File: config.mk
export PLATFORM = sky130hd
export DESIGN_NAME = game_over_text_renderer
export DESIGN_NICKNAME = d
export VERILOG_FILES = /design/src/rtl/game_over_text_renderer_pkg.sv /design/src/rtl/game_over_text_renderer_text_blink_fsm.sv /design/src/rtl/game_over_text_renderer.sv
export SDC_FILE = /design/constraint.sdc
export NUM_CORES = 1
export LEC_CHECK = 0
export CAP_MARGIN = 20
export CORE_MARGIN = 10
export CORE_UTILIZATION = 38
export CTS_CLUSTER_DIAMETER = 100
export DETAILED_ROUTE_END_ITERATION = 16
export PLACE_DENSITY_LB_ADDON = 0.12
export RECOVER_POWER = 25
export SYNTH_ARGS = -nofsm -noshare
export SYNTH_HDL_FRONTEND = slang
export SYNTH_SLANG_ARGS = --single-unit
File: constraint.sdc
create_clock -name clk -period 2.3 [get_ports clk]
set_clock_uncertainty 0.1 [all_clocks]
set_input_delay 0.575 -clock clk [delete_from_list [all_inputs] [get_ports clk]]
set_output_delay 0.575 -clock clk [all_outputs]
set_load 0.01 [all_outputs]
File: src/rtl/game_over_text_renderer_pkg.sv
`default_nettype none
// ============================================================================
// Module      : game_over_text_renderer_pkg
// Description : Shared constants for the game-over text renderer: glyph ROM
//               letter codes, the "GAME OVER" string, glyph geometry and the
//               blink state encoding.
// Revision    : 1.0 - initial release
// ============================================================================
package game_over_text_renderer_pkg;

    // Letter codes understood by the external 8x8 glyph ROM
    localparam logic [3:0] GLYPH_G     = 4'h0;
    localparam logic [3:0] GLYPH_A     = 4'h1;
    localparam logic [3:0] GLYPH_M     = 4'h2;
    localparam logic [3:0] GLYPH_E     = 4'h3;
    localparam logic [3:0] GLYPH_O     = 4'h4;
    localparam logic [3:0] GLYPH_V     = 4'h5;
    localparam logic [3:0] GLYPH_R     = 4'h6;
    localparam logic [3:0] GLYPH_SPACE = 4'hF;

    localparam int STR_LEN    = 9;
    localparam int GLYPH_SIZE = 8;

    // "GAME OVER", index 0 is the leftmost character
    localparam logic [3:0] STR_CODES [STR_LEN] = '{
        GLYPH_G, GLYPH_A, GLYPH_M, GLYPH_E, GLYPH_SPACE,
        GLYPH_O, GLYPH_V, GLYPH_E, GLYPH_R
    };

    typedef enum logic [1:0] {
        ST_IDLE = 2'd0,
        ST_SHOW = 2'd1,
        ST_HIDE = 2'd2
    } blink_state_t;

    // Letter code for a character index; indices past the string read blank
    function automatic logic [3:0] char_code(input logic [7:0] idx);
        logic [3:0] code;
        code = GLYPH_SPACE;
        for (int i = 0; i < STR_LEN; i++) begin
            if (idx == 8'(i)) begin
                code = STR_CODES[i];
            end
        end
        return code;
    endfunction

endpackage
`default_nettype wire

File: src/rtl/game_over_text_renderer_text_blink_fsm.sv
`default_nettype none
// ============================================================================
// Module      : text_blink_fsm
// Description : IDLE/SHOW/HIDE controller for the game-over text. Counts
//               frame_start pulses and toggles SHOW<->HIDE every
//               BLINK_FRAMES frames (never hides when BLINK_FRAMES = 0).
//               Dropping i_enable returns to IDLE on the next edge and takes
//               priority over a coincident frame pulse.
// Ports       : clk, rst          - clock, synchronous active-high reset
//               i_enable          - level, text requested
//               i_frame_start     - one-cycle pulse per frame
//               o_show            - state is SHOW
//               o_active          - state is SHOW or HIDE
// Revision    : 1.0 - initial release
// ============================================================================
module text_blink_fsm
    import game_over_text_renderer_pkg::*;
#(
    parameter int BLINK_FRAMES = 30
) (
    input  logic clk,
    input  logic rst,
    input  logic i_enable,
    input  logic i_frame_start,
    output logic o_show,
    output logic o_active
);

    localparam int c_CNT_W = (BLINK_FRAMES < 1) ? 1 : $clog2(BLINK_FRAMES + 1);

    blink_state_t         r_state;
    blink_state_t         w_state_nxt;
    logic [c_CNT_W-1:0]   r_cnt;
    logic [c_CNT_W-1:0]   w_cnt_nxt;
    logic                 w_wrap;

    // Last count of a half-period; without blinking the state never toggles
    generate
        if (BLINK_FRAMES > 0) begin : g_blink
            localparam logic [c_CNT_W-1:0] c_LAST = c_CNT_W'(BLINK_FRAMES - 1);
            assign w_wrap = (r_cnt == c_LAST);
        end else begin : g_no_blink
            assign w_wrap = 1'b0;
        end
    endgenerate

    always_ff @(posedge clk) begin
        if (rst) begin
            r_state <= ST_IDLE;
            r_cnt   <= '0;
        end else begin
            r_state <= w_state_nxt;
            r_cnt   <= w_cnt_nxt;
        end
    end

    always_comb begin
        w_state_nxt = r_state;
        w_cnt_nxt   = r_cnt;
        o_show      = (r_state == ST_SHOW);
        o_active    = (r_state != ST_IDLE);
        case (r_state)
            ST_IDLE: begin
                if (i_enable) begin
                    w_state_nxt = ST_SHOW;
                    w_cnt_nxt   = '0;
                end
            end
            ST_SHOW, ST_HIDE: begin
                if (!i_enable) begin
                    w_state_nxt = ST_IDLE;
                    w_cnt_nxt   = '0;
                end else if (i_frame_start) begin
                    if (w_wrap) begin
                        w_state_nxt = (r_state == ST_SHOW) ? ST_HIDE : ST_SHOW;
                        w_cnt_nxt   = '0;
                    end else begin
                        w_cnt_nxt   = r_cnt + c_CNT_W'(1);
                    end
                end
            end
            default: begin
                w_state_nxt = ST_IDLE;
                w_cnt_nxt   = '0;
            end
        endcase
    end

endmodule
`default_nettype wire

File: src/rtl/game_over_text_renderer.sv
`default_nettype none
// ============================================================================
// Module      : game_over_text_renderer
// Description : Renders "GAME OVER" from an external registered 8x8 glyph
//               ROM at (ORIGIN_X, ORIGIN_Y), magnified by 2^SCALE_LOG2, with
//               optional frame blinking. x/y/de -> pixel_on latency is
//               3 cycles.
// Ports       : clk, rst          - pixel clock, synchronous active-high reset
//               enable            - level, text requested
//               frame_start       - one-cycle pulse per frame
//               de, x, y          - raster position from the timing generator
//               glyph_letter      - letter code to the glyph ROM (registered)
//               glyph_bitmap      - ROM bitmap, row 0 in [63:56], bit 7 left
//               pixel_on          - text pixel lit (registered)
//               active            - state is SHOW or HIDE
// Revision    : 1.0 - initial release
// ============================================================================
module game_over_text_renderer
    import game_over_text_renderer_pkg::*;
#(
    parameter int ORIGIN_X     = 256,
    parameter int ORIGIN_Y     = 224,
    parameter int SCALE_LOG2   = 2,
    parameter int BLINK_FRAMES = 30
) (
    input  logic        clk,
    input  logic        rst,
    input  logic        enable,
    input  logic        frame_start,
    input  logic        de,
    input  logic [10:0] x,
    input  logic [9:0]  y,
    output logic [3:0]  glyph_letter,
    input  logic [63:0] glyph_bitmap,
    output logic        pixel_on,
    output logic        active
);

    localparam int c_BOX_W = (STR_LEN * GLYPH_SIZE) << SCALE_LOG2;
    localparam int c_BOX_H = GLYPH_SIZE << SCALE_LOG2;

    // One extra bit so the right/bottom bounds cannot wrap
    localparam logic [11:0] c_X_LO = 12'(ORIGIN_X);
    localparam logic [11:0] c_X_HI = 12'(ORIGIN_X + c_BOX_W);
    localparam logic [10:0] c_Y_LO = 11'(ORIGIN_Y);
    localparam logic [10:0] c_Y_HI = 11'(ORIGIN_Y + c_BOX_H);

    logic        w_show;
    logic [10:0] w_dx;
    logic [10:0] w_dy;
    logic [7:0]  w_char;
    logic [2:0]  w_col;
    logic [2:0]  w_row;
    logic        w_in_box;
    logic        w_vis;

    logic [2:0]  r_row1, r_col1, r_row2, r_col2;
    logic        r_vld1, r_vld2;

    text_blink_fsm #(
        .BLINK_FRAMES (BLINK_FRAMES)
    ) u_blink (
        .clk           (clk),
        .rst           (rst),
        .i_enable      (enable),
        .i_frame_start (frame_start),
        .o_show        (w_show),
        .o_active      (active)
    );

    // Box-relative offsets; values outside the box are don't-care
    assign w_dx   = x - c_X_LO[10:0];
    assign w_dy   = {1'b0, y} - c_Y_LO;
    assign w_char = 8'(w_dx >> (SCALE_LOG2 + 3));
    assign w_col  = 3'(w_dx >> SCALE_LOG2);
    assign w_row  = 3'(w_dy >> SCALE_LOG2);

    assign w_in_box = de
                   && ({1'b0, x} >= c_X_LO) && ({1'b0, x} < c_X_HI)
                   && ({1'b0, y} >= c_Y_LO) && ({1'b0, y} < c_Y_HI);

    // SHOW is sampled here, so in-flight pixels keep the gating they entered with
    assign w_vis = w_in_box && w_show;

    always_ff @(posedge clk) begin
        if (rst) begin
            glyph_letter <= GLYPH_SPACE;
            r_row1       <= '0;
            r_col1       <= '0;
            r_vld1       <= 1'b0;
            r_row2       <= '0;
            r_col2       <= '0;
            r_vld2       <= 1'b0;
            pixel_on     <= 1'b0;
        end else begin
            // Stage 1: address the ROM
            glyph_letter <= w_vis ? char_code(w_char) : GLYPH_SPACE;
            r_row1       <= w_row;
            r_col1       <= w_col;
            r_vld1       <= w_vis;
            // Stage 2: wait out the ROM's own register
            r_row2       <= r_row1;
            r_col2       <= r_col1;
            r_vld2       <= r_vld1;
            // Stage 3: bit (7-row)*8 + (7-col) is simply {~row, ~col}
            pixel_on     <= r_vld2 && glyph_bitmap[{~r_row2, ~r_col2}];
        end
    end

endmodule
`default_nettype wire

Word level (Yosys, flattened, before mapping)
Cells that the tools add are included.

Register bits after elaboration: 26. Bits of input ports: 90. Output and inout bits: 6. Word-level logic and storage cells: 74.

Add/sub/neg operators: 3. $lt $le $gt $ge: 5. Equal/unequal tests: 14. Mux-type cells: 22. Bitwise logic cells: 3. Reduce and logical (&&, ||, !) cells: 15.

Operators by type and width (count): $mux 4 (9); $eq 6x3->1 const B (4); $mux 5 (4); $eq 6x2->1 const B (2); $ge 11x9->1 const B (1); $lt 11x10->1 const B (1); $sub 11x9->11 const B (1); $ge 10x8->1 const B (1); $lt 10x9->1 const B (1); $mux 2 (5); $pmux 5 s2 (1); $logic_not 8->1 (1); $lt 6x7->1 const B (1); $bmux 1 s6 (1); $eq 6x1->1 const B (1); $eq 6x4->1 const B (1); $logic_and 1x1->1 (6); $not 3->3 (2); $add 5x1->5 const B (1); $eq 5x5->1 const B (1); $sub 5x1->5 const B (1); $pmux 2 s2 (1); $reduce_or 2->1 (2); $reduce_or 4->1 (1); other kinds (12) (12).

Depth between registers and ports, before layout
Gate-level depths: netlist of run 1.

Depth after elaboration: 11. Depth in mapped cells: 7. Mapped depth without buffers: 7.

Modules after synthesis
Synthesis of run 1 repeated with hierarchy kept, for this count alone.

Cell total of the unflattened synthesis: 153. Area total of the unflattened synthesis: 1671.6 sq um.

Modules (own cells, without submodules): game_over_text_renderer (times used 1, cells an instance 99, area an instance 1184.9 sq um); text_blink_fsm (times used 1, cells an instance 54, area an instance 486.7 sq um).

Worst setup path after synthesis of run 1
Ideal clock, no wire load.

Path kind: input-to-reg. From: input glyph_bitmap[57]. To: register pixel_on. Data arrival time: 1.832 ns. Setup slack: 0.250 ns. Cell stages on the path: 5. Buffers on the path: 0. Cell sequence: mux4_2 nor2b_1 a2111oi_0 nor4_1 a32o_1.

Longest elaborated chain between the ends: 3.

RTL lines: start, declared (line game_over_text_renderer.sv:34) `input logic [63:0] glyph_bitmap,`; $bmux 1 s6 (line game_over_text_renderer.sv:106) `pixel_on <= r_vld2 && glyph_bitmap[{~r_row2, ~r_col2}];`; $mux 1 (implied by the code) (line game_over_text_renderer.sv:106); $logic_and 1x1->1 (line game_over_text_renderer.sv:106); end signal, assigned (line game_over_text_renderer.sv:106); end, declared (line game_over_text_renderer.sv:35) `output logic pixel_on,`.

No other way between the ends. The select of a mux whose other input is x is not followed. A chain may end at the register's enable or synchronous reset.

Worst setup path in the final report of run 1
From: input glyph_bitmap[44]. To: register pixel_on.

Same word-level chain as after synthesis.

==> results.sh, run 1 <==
export IMPL_max_clock_path_buffers=2
export IMPL_post_route_period_util=0.975
export IMPL_tns_ns=0
export IMPL_yosys_warnings=0
export IMPL_grt_pass1_vias=1639
export IMPL_hold_viol=0
export IMPL_ys_seq_area_frac=0.322
export IMPL_critPathArrivalTime_ns=2.31
export IMPL_status="completed"
export IMPL_drv_cap=0
export IMPL_nNetsFinal=339
export IMPL_path_cells="clkdlybuf4s50_1, mux4_1, mux2_2, nor3b_2, nor4_1, a32o_1"
export IMPL_final_setup_viol_count=0
export IMPL_num_vias=1483
export IMPL_drt_first_pass_iters=4
export IMPL_yosysUniqueCellTypes=41
export IMPL_fin_ws_ns=0.0568
export IMPL_initial_core_util=0.398
export IMPL_startpoint_type="input port"
export IMPL_holdBufCountCts=0
export IMPL_row_count=23
export IMPL_netlist_instances=143
export IMPL_final_layout_size_suffix_gt1_frac=0.116
export IMPL_powerDensity_nw_per_um2=486
export IMPL_gp_congestion=0.843
export IMPL_pre_cts_slack_ns=-0.391
export IMPL_cts_sinks=26
export IMPL_worst_path_max_delay_cell="mux4_1"
export IMPL_placed_area_um2=2620
export IMPL_wl_um=5250
export IMPL_numPortBuffers=91
export IMPL_ios=96
export IMPL_critPathMaxFanout=1
export IMPL_syn_avg_cell_area_um2=11.3
export IMPL_dp_hpwl_um=4300
export IMPL_dieHeight_um=85.2
export IMPL_synth_edf_count=0
export IMPL_combPwrFrac=0.330
export IMPL_drc=0
export IMPL_cp_required_ns=2.37
export IMPL_diodes=0
export IMPL_cts_made_buffers=3
export IMPL_fp_coreArea_um2=4060
export IMPL_switching_share=0.249
export IMPL_netlist_area_um2=1610
export IMPL_final_common_cell="clkdlybuf4s50_1"
export IMPL_worstSkewPairLatency_ns=0.27
export IMPL_antenna_found_initial=0
export IMPL_grtUsageTotal=0.138
export IMPL_dieArea_um2=7250
export IMPL_synthArstFlopShare=0
export IMPL_dr_wl_met3_um=319
export IMPL_p_seq_frac=0.385
export IMPL_clkTransAtPathRegs_ns=0.09
export IMPL_wire_per_inst_um=18.0
export IMPL_cts_tree="yes"
export IMPL_cts_htree_levels=1
export IMPL_internal_power_w=0.000995
export IMPL_fin_crit_ns=2.24
export IMPL_crit_path_max_incr_delay_ns=0.51
export IMPL_relSlewSlack=0.540
export IMPL_endpoint_kind="register"
export IMPL_ys_ff_latch=26
export IMPL_power_switching_w=0.000330
export IMPL_finalMaxSlewViolations=0
export IMPL_syn_nets=239
export IMPL_syn2layout_area_growth_pct=68.9
export IMPL_dr_wl_met2_um=2520
export IMPL_synth_ff_type="dfxtp_1"
export IMPL_grt_max_degree=19
export IMPL_clockRootBuffer="clkbuf_8"
export IMPL_grt_pass1_wl_um=8270
export IMPL_p_clk_frac=0.285
export IMPL_wl_met1_um=2340
export IMPL_final_util=0.672
export IMPL_vdd_drop_max_uv=353
export IMPL_design_area_um2=2730
export IMPL_drt_vias_per_instance=5.08
export IMPL_overflow=0
export IMPL_drtIter0Drc=61
export IMPL_final_cell_mix="clkdlybuf4s50_1, dfxtp_1, nor2b_1, mux4_1"
export IMPL_fmax_ghz=0.446
export IMPL_worst_pin_slew_ns=0.690
export IMPL_top_layer_used="met4"
export IMPL_ant_nets=0
export IMPL_die_w_um=85.2
export IMPL_p_leak_nw=1.02
export IMPL_hp_class="reg2reg"
export IMPL_critical_path_class="in2reg"
-- metal layers --
layer,track usage,vias up
li1,-,738
met4,0.0404,0
met1,0.171,677
met3,0.0335,7
met5,0,-
met2,0.230,61
-- critical path, delay by kind of cell --
kind | cells | cell delay, ns
mux | 2 | 0.80
simple gates | 2 | 0.26
compound gates | 1 | 0.27
buf+inv | 1 | 0.41
-- power by group through the flow --
stage	registers, W	clock network (W)	logic, W
floorplan	0.000509	0	0.000208
global placement	0.000518	0	0.000418
detailed placement	0.000521	0	0.000434
CTS	0.000510	0.000385	0.000443
global route	0.000517	0.000402	0.000481
finish	0.000511	0.000378	0.000437
-- cell type report --
| type | count | area [µm²] |
|---|---|---|
| fillers | 326 | 1330 |
| clock inverters | 1 | 30.0 |
| inverters | 7 | 26.3 |
| clock buffers | 3 | 41.3 |
| well taps | 50 | 62.6 |
| multi-input cells | 103 | 1050 |
| flip-flops and latches | 26 | 522 |
| repair buffers | 102 | 993 |
-- flip-flops by register name (all words and copies together), names as in the netlist --
register and count:
r_col1 3, glyph_letter 4, u_blink.r_state 2, u_blink.r_cnt 5
r_row1 3, r_vld2 1, r_col2 3, r_row2 3
r_vld1 1, pixel_on 1
-- metrics by stage --
stage               hold slack (ns)  power [W]  std cells
detailed placement            0.320   0.000955        288
global route                  0.349    0.00140        292
floorplan                     0.314   0.000717        143
global placement              0.316   0.000935        288
finish                        0.341    0.00133        292
CTS                           0.344    0.00134        292
-- final timing paths --
kind	from	cells past startpoint	to	slack (ns)
setup reg to reg	r_col2[1]	6	pixel_on	0.17
hold reg to reg	r_col1[1]	1	r_col2[1]	0.34
hold / removal	r_col1[1]	1	r_col2[1]	0.34
setup / recovery	glyph_bitmap[44]	6	pixel_on	0.06
-- Yosys cell counts, types with 2 or more instances --
library cell  count  area (µm²)
o21ai_0           2        10.0
nor2b_1          17         106
xnor2_1           2        17.5
xor2_1            3        26.3
mux4_1           12         315
ha_1              6        75.1
mux4_2            4        90.1
nand4_1           3        18.8
a211oi_1          2        15.0
nand3_1           4        20.0
inv_1             7        26.3
or2_1             2        12.5
nor3b_1           3        22.5
nor2_1            9        33.8
mux2i_1           3        30.0
clkbuf_1          3        11.3
a2111oi_2         2        30.0
buf_6             3        33.8
dfxtp_1          26         521
a21oi_1           3        15.0
mux2_2            2        22.5
nand2_1           6        22.5
-- timing repair --
| item | CTS | global route |
|---|---|---|
| buffers inserted | 0 | 0 |
| resized for setup | 8 | 3 |
| setup endpoints to repair | 5 | 6 |
| pin swaps | 1 | 4 |
-- cells by family (layout without fill, tap and decap cells) --
logic type | after synthesis | after routing | share of synthesized area
buffers and inverters | 14 | 113 | 0.0473
muxes | 21 | 21 | 0.284
DFF | 26 | 26 | 0.322
adders and majority gates | 6 | 6 | 0.0465
AOI/OAI and AO/OA | 15 | 15 | 0.0736
xor gates and xnor gates | 5 | 5 | 0.0271
and+or+nand+nor | 56 | 56 | 0.199
Power figures use the tool's default switching activity.
==> run 2, diff against run 1 <==
--- a/config.mk
+++ b/config.mk
@@ -5,7 +5,6 @@
 export SDC_FILE = /design/constraint.sdc
 export NUM_CORES = 1
 export LEC_CHECK = 0
-export CAP_MARGIN = 20
 export CORE_MARGIN = 10
 export CORE_UTILIZATION = 38
 export CTS_CLUSTER_DIAMETER = 100
==> results of run 2 <==
The final DEF is identical to that of run 1; final timing and power are the same.
==> run 3, diff against run 2 <==
--- a/config.mk
+++ b/config.mk
@@ -5,7 +5,6 @@
 export SDC_FILE = /design/constraint.sdc
 export NUM_CORES = 1
 export LEC_CHECK = 0
-export CORE_MARGIN = 10
 export CORE_UTILIZATION = 38
 export CTS_CLUSTER_DIAMETER = 100
 export DETAILED_ROUTE_END_ITERATION = 16
==> results.sh, run 3 (synthesized netlist as in run 1, its figures left out) <==
export IMPL_wl_um=4580
export IMPL_syn2layout_area_growth_pct=68.1
export IMPL_cp_required_ns=2.36
export IMPL_critPathMaxFanout=1
export IMPL_reg2regPathDepth=6
export IMPL_status="completed"
export IMPL_crit_buf_inv=1
export IMPL_cp_depth=6
export IMPL_critPathArrivalTime_ns=2.32
export IMPL_worst_pin_slew_ns=0.731
export IMPL_wl_met1_um=1870
export IMPL_hp_class="reg2reg"
export IMPL_tns_ns=0
export IMPL_reg_top3="u_blink.r_cnt (5), glyph_letter (4)"
export IMPL_final_cell_mix="clkdlybuf4s50_1, dfxtp_1, nor2b_1, mux4_1, buf_4"
export IMPL_top_layer_used="met4"
export IMPL_relSlewSlack=0.512
export IMPL_hold_end="r_col2[1]"
export IMPL_dieArea_um2=4510
export IMPL_whs_path_depth=1
export IMPL_dieHeight_um=67.2
export IMPL_drv_cap=0
export IMPL_final_common_cell="clkdlybuf4s50_1"
export IMPL_post_cts_buffers=0
export IMPL_finalMaxSlewViolations=0
export IMPL_reg2reg_from="r_col2[1]"
export IMPL_gp_congestion=0.749
export IMPL_clkTransAtPathRegs_ns=0.09
export IMPL_p_clk_frac=0.233
export IMPL_crit_path_max_incr_delay_ns=0.48
export IMPL_ant_nets=0
export IMPL_grt_pass1_wl_um=6760
export IMPL_diodes=0
export IMPL_path_cells="clkdlybuf4s50_1, mux4_2, nor2b_1, a2111oi_1, nor4_1, a32o_1"
export IMPL_internal_power_w=0.000910
export IMPL_cts_htree_levels=1
export IMPL_grt_pass1_vias=1481
export IMPL_endpoint_kind="register"
export IMPL_vdd_drop_max_uv=531
export IMPL_critical_path_class="in2reg"
export IMPL_hp_start="r_col1[1]"
export IMPL_max_clock_path_buffers=2
export IMPL_drtIter0Drc=57
export IMPL_fmax_ghz=0.444
export IMPL_drt_first_pass_iters=4
export IMPL_powerDensity_nw_per_um2=452
export IMPL_fill_cells=325
export IMPL_drt_vias_per_instance=5.23
export IMPL_worst_path_max_delay_cell="mux4_2"
export IMPL_rsz0062_at_grt="no"
export IMPL_r2r_end="pixel_on"
export IMPL_worstSkewPairLatency_ns=0.26
export IMPL_cts_sinks=26
export IMPL_final_util=0.673
export IMPL_dr_wl_met2_um=2340
export IMPL_die_w_um=67.2
export IMPL_fin_crit_ns=2.25
export IMPL_critical_path_top_delay_family="compound AO/OA/AOI/OAI gates"
export IMPL_ios=96
export IMPL_power_switching_w=0.000317
export IMPL_p_seq_frac=0.418
export IMPL_cts_made_buffers=3
export IMPL_drc=0
export IMPL_dr_wl_met3_um=300
export IMPL_startpoint="glyph_bitmap[59]"
export IMPL_numPortBuffers=91
export IMPL_switching_share=0.258
export IMPL_wire_per_inst_um=15.6
export IMPL_top_register="u_blink.r_cnt"
export IMPL_hold_viol=0
export IMPL_antenna_found_initial=0
export IMPL_grtUsageTotal=0.200
export IMPL_final_layout_size_suffix_gt1_frac=0.119
export IMPL_dp_hpwl_um=3720
export IMPL_clockRootBuffer="clkbuf_8"
export IMPL_fp_coreArea_um2=4030
export IMPL_largest_reg_flops=5
export IMPL_overflow=0
export IMPL_nNetsFinal=340
export IMPL_num_vias=1533
export IMPL_final_setup_viol_count=0
export IMPL_rrSetupSlack_ns=0.16
export IMPL_cts_tree="yes"
export IMPL_grt_max_degree=19
export IMPL_combPwrFrac=0.349
export IMPL_row_count=23
export IMPL_p_leak_nw=1.02
export IMPL_post_route_period_util=0.980
export IMPL_initial_core_util=0.401
export IMPL_startpoint_type="input port"
## run 3: cell count changes in the layout (fill, tap and decap cells not counted)
cell / change
dfxtp_2: +1
a2111oi_1: +1
nor3b_2: -1
dfxtp_1: -1
a2111oi_2: -1
nor3b_1: +1
clkbuf_8: +1
buf_4: +1
or4_1: -1
bufinv_16: -1
or4_4: +1
## run 3: per-layer routing
layer	GRT usage	vias up
met5	0	-
li1	-	745
met1	0.229	729
met4	0.0638	0
met3	0.0405	6
met2	0.366	53
## run 3: stage by stage
step	std cells	setup WS, ns	area (µm²)	power, W	hold slack (ns)
floorplan	143	0.250	1610	0.000717	0.314
CTS	293	0.0191	2700	0.00123	0.346
finish	293	0.0471	2710	0.00123	0.341
detailed placement	289	-0.395	2630	0.000947	0.327
global route	293	0.0152	2710	0.00130	0.357
global placement	289	-0.316	2630	0.000922	0.319
## run 3: area by class of cell
cell class,instances,area [µm²],share of cell area
multi-input cells,103,1040,0.385
repair buffers,103,1000,0.369
clock buffers,4,55.1,0.0203
inverters,7,26.3,0.00969
well taps,50,62.6,0.0231
flip-flops and latches,26,523,0.193
## run 3: repair_timing
action                                  CTS  global route
pin swaps                                 1             3
resized for setup                         5             6
endpoints found under the setup margin    4             6
hold buffers                              0             0
## run 3: how the worst max path moves through the flow
stage,end,slack (ns)
floorplan,pixel_on,0.25
global placement,glyph_letter[3],-0.32
detailed placement,glyph_letter[3],-0.40
CTS,glyph_letter[3],0.02
global route,pixel_on,0.02
finish,pixel_on,0.05
## run 3: power by group through the flow
stage | Sequential (W) | Combinational [W] | Clock, W
5_1_grt | 0.000517 | 0.000474 | 0.000313
2_1_floorplan | 0.000509 | 0.000208 | 0
4_1_cts | 0.000511 | 0.000429 | 0.000292
3_5_place_dp | 0.000521 | 0.000425 | 0
3_3_place_gp | 0.000517 | 0.000405 | 0
6_report | 0.000512 | 0.000428 | 0.000285
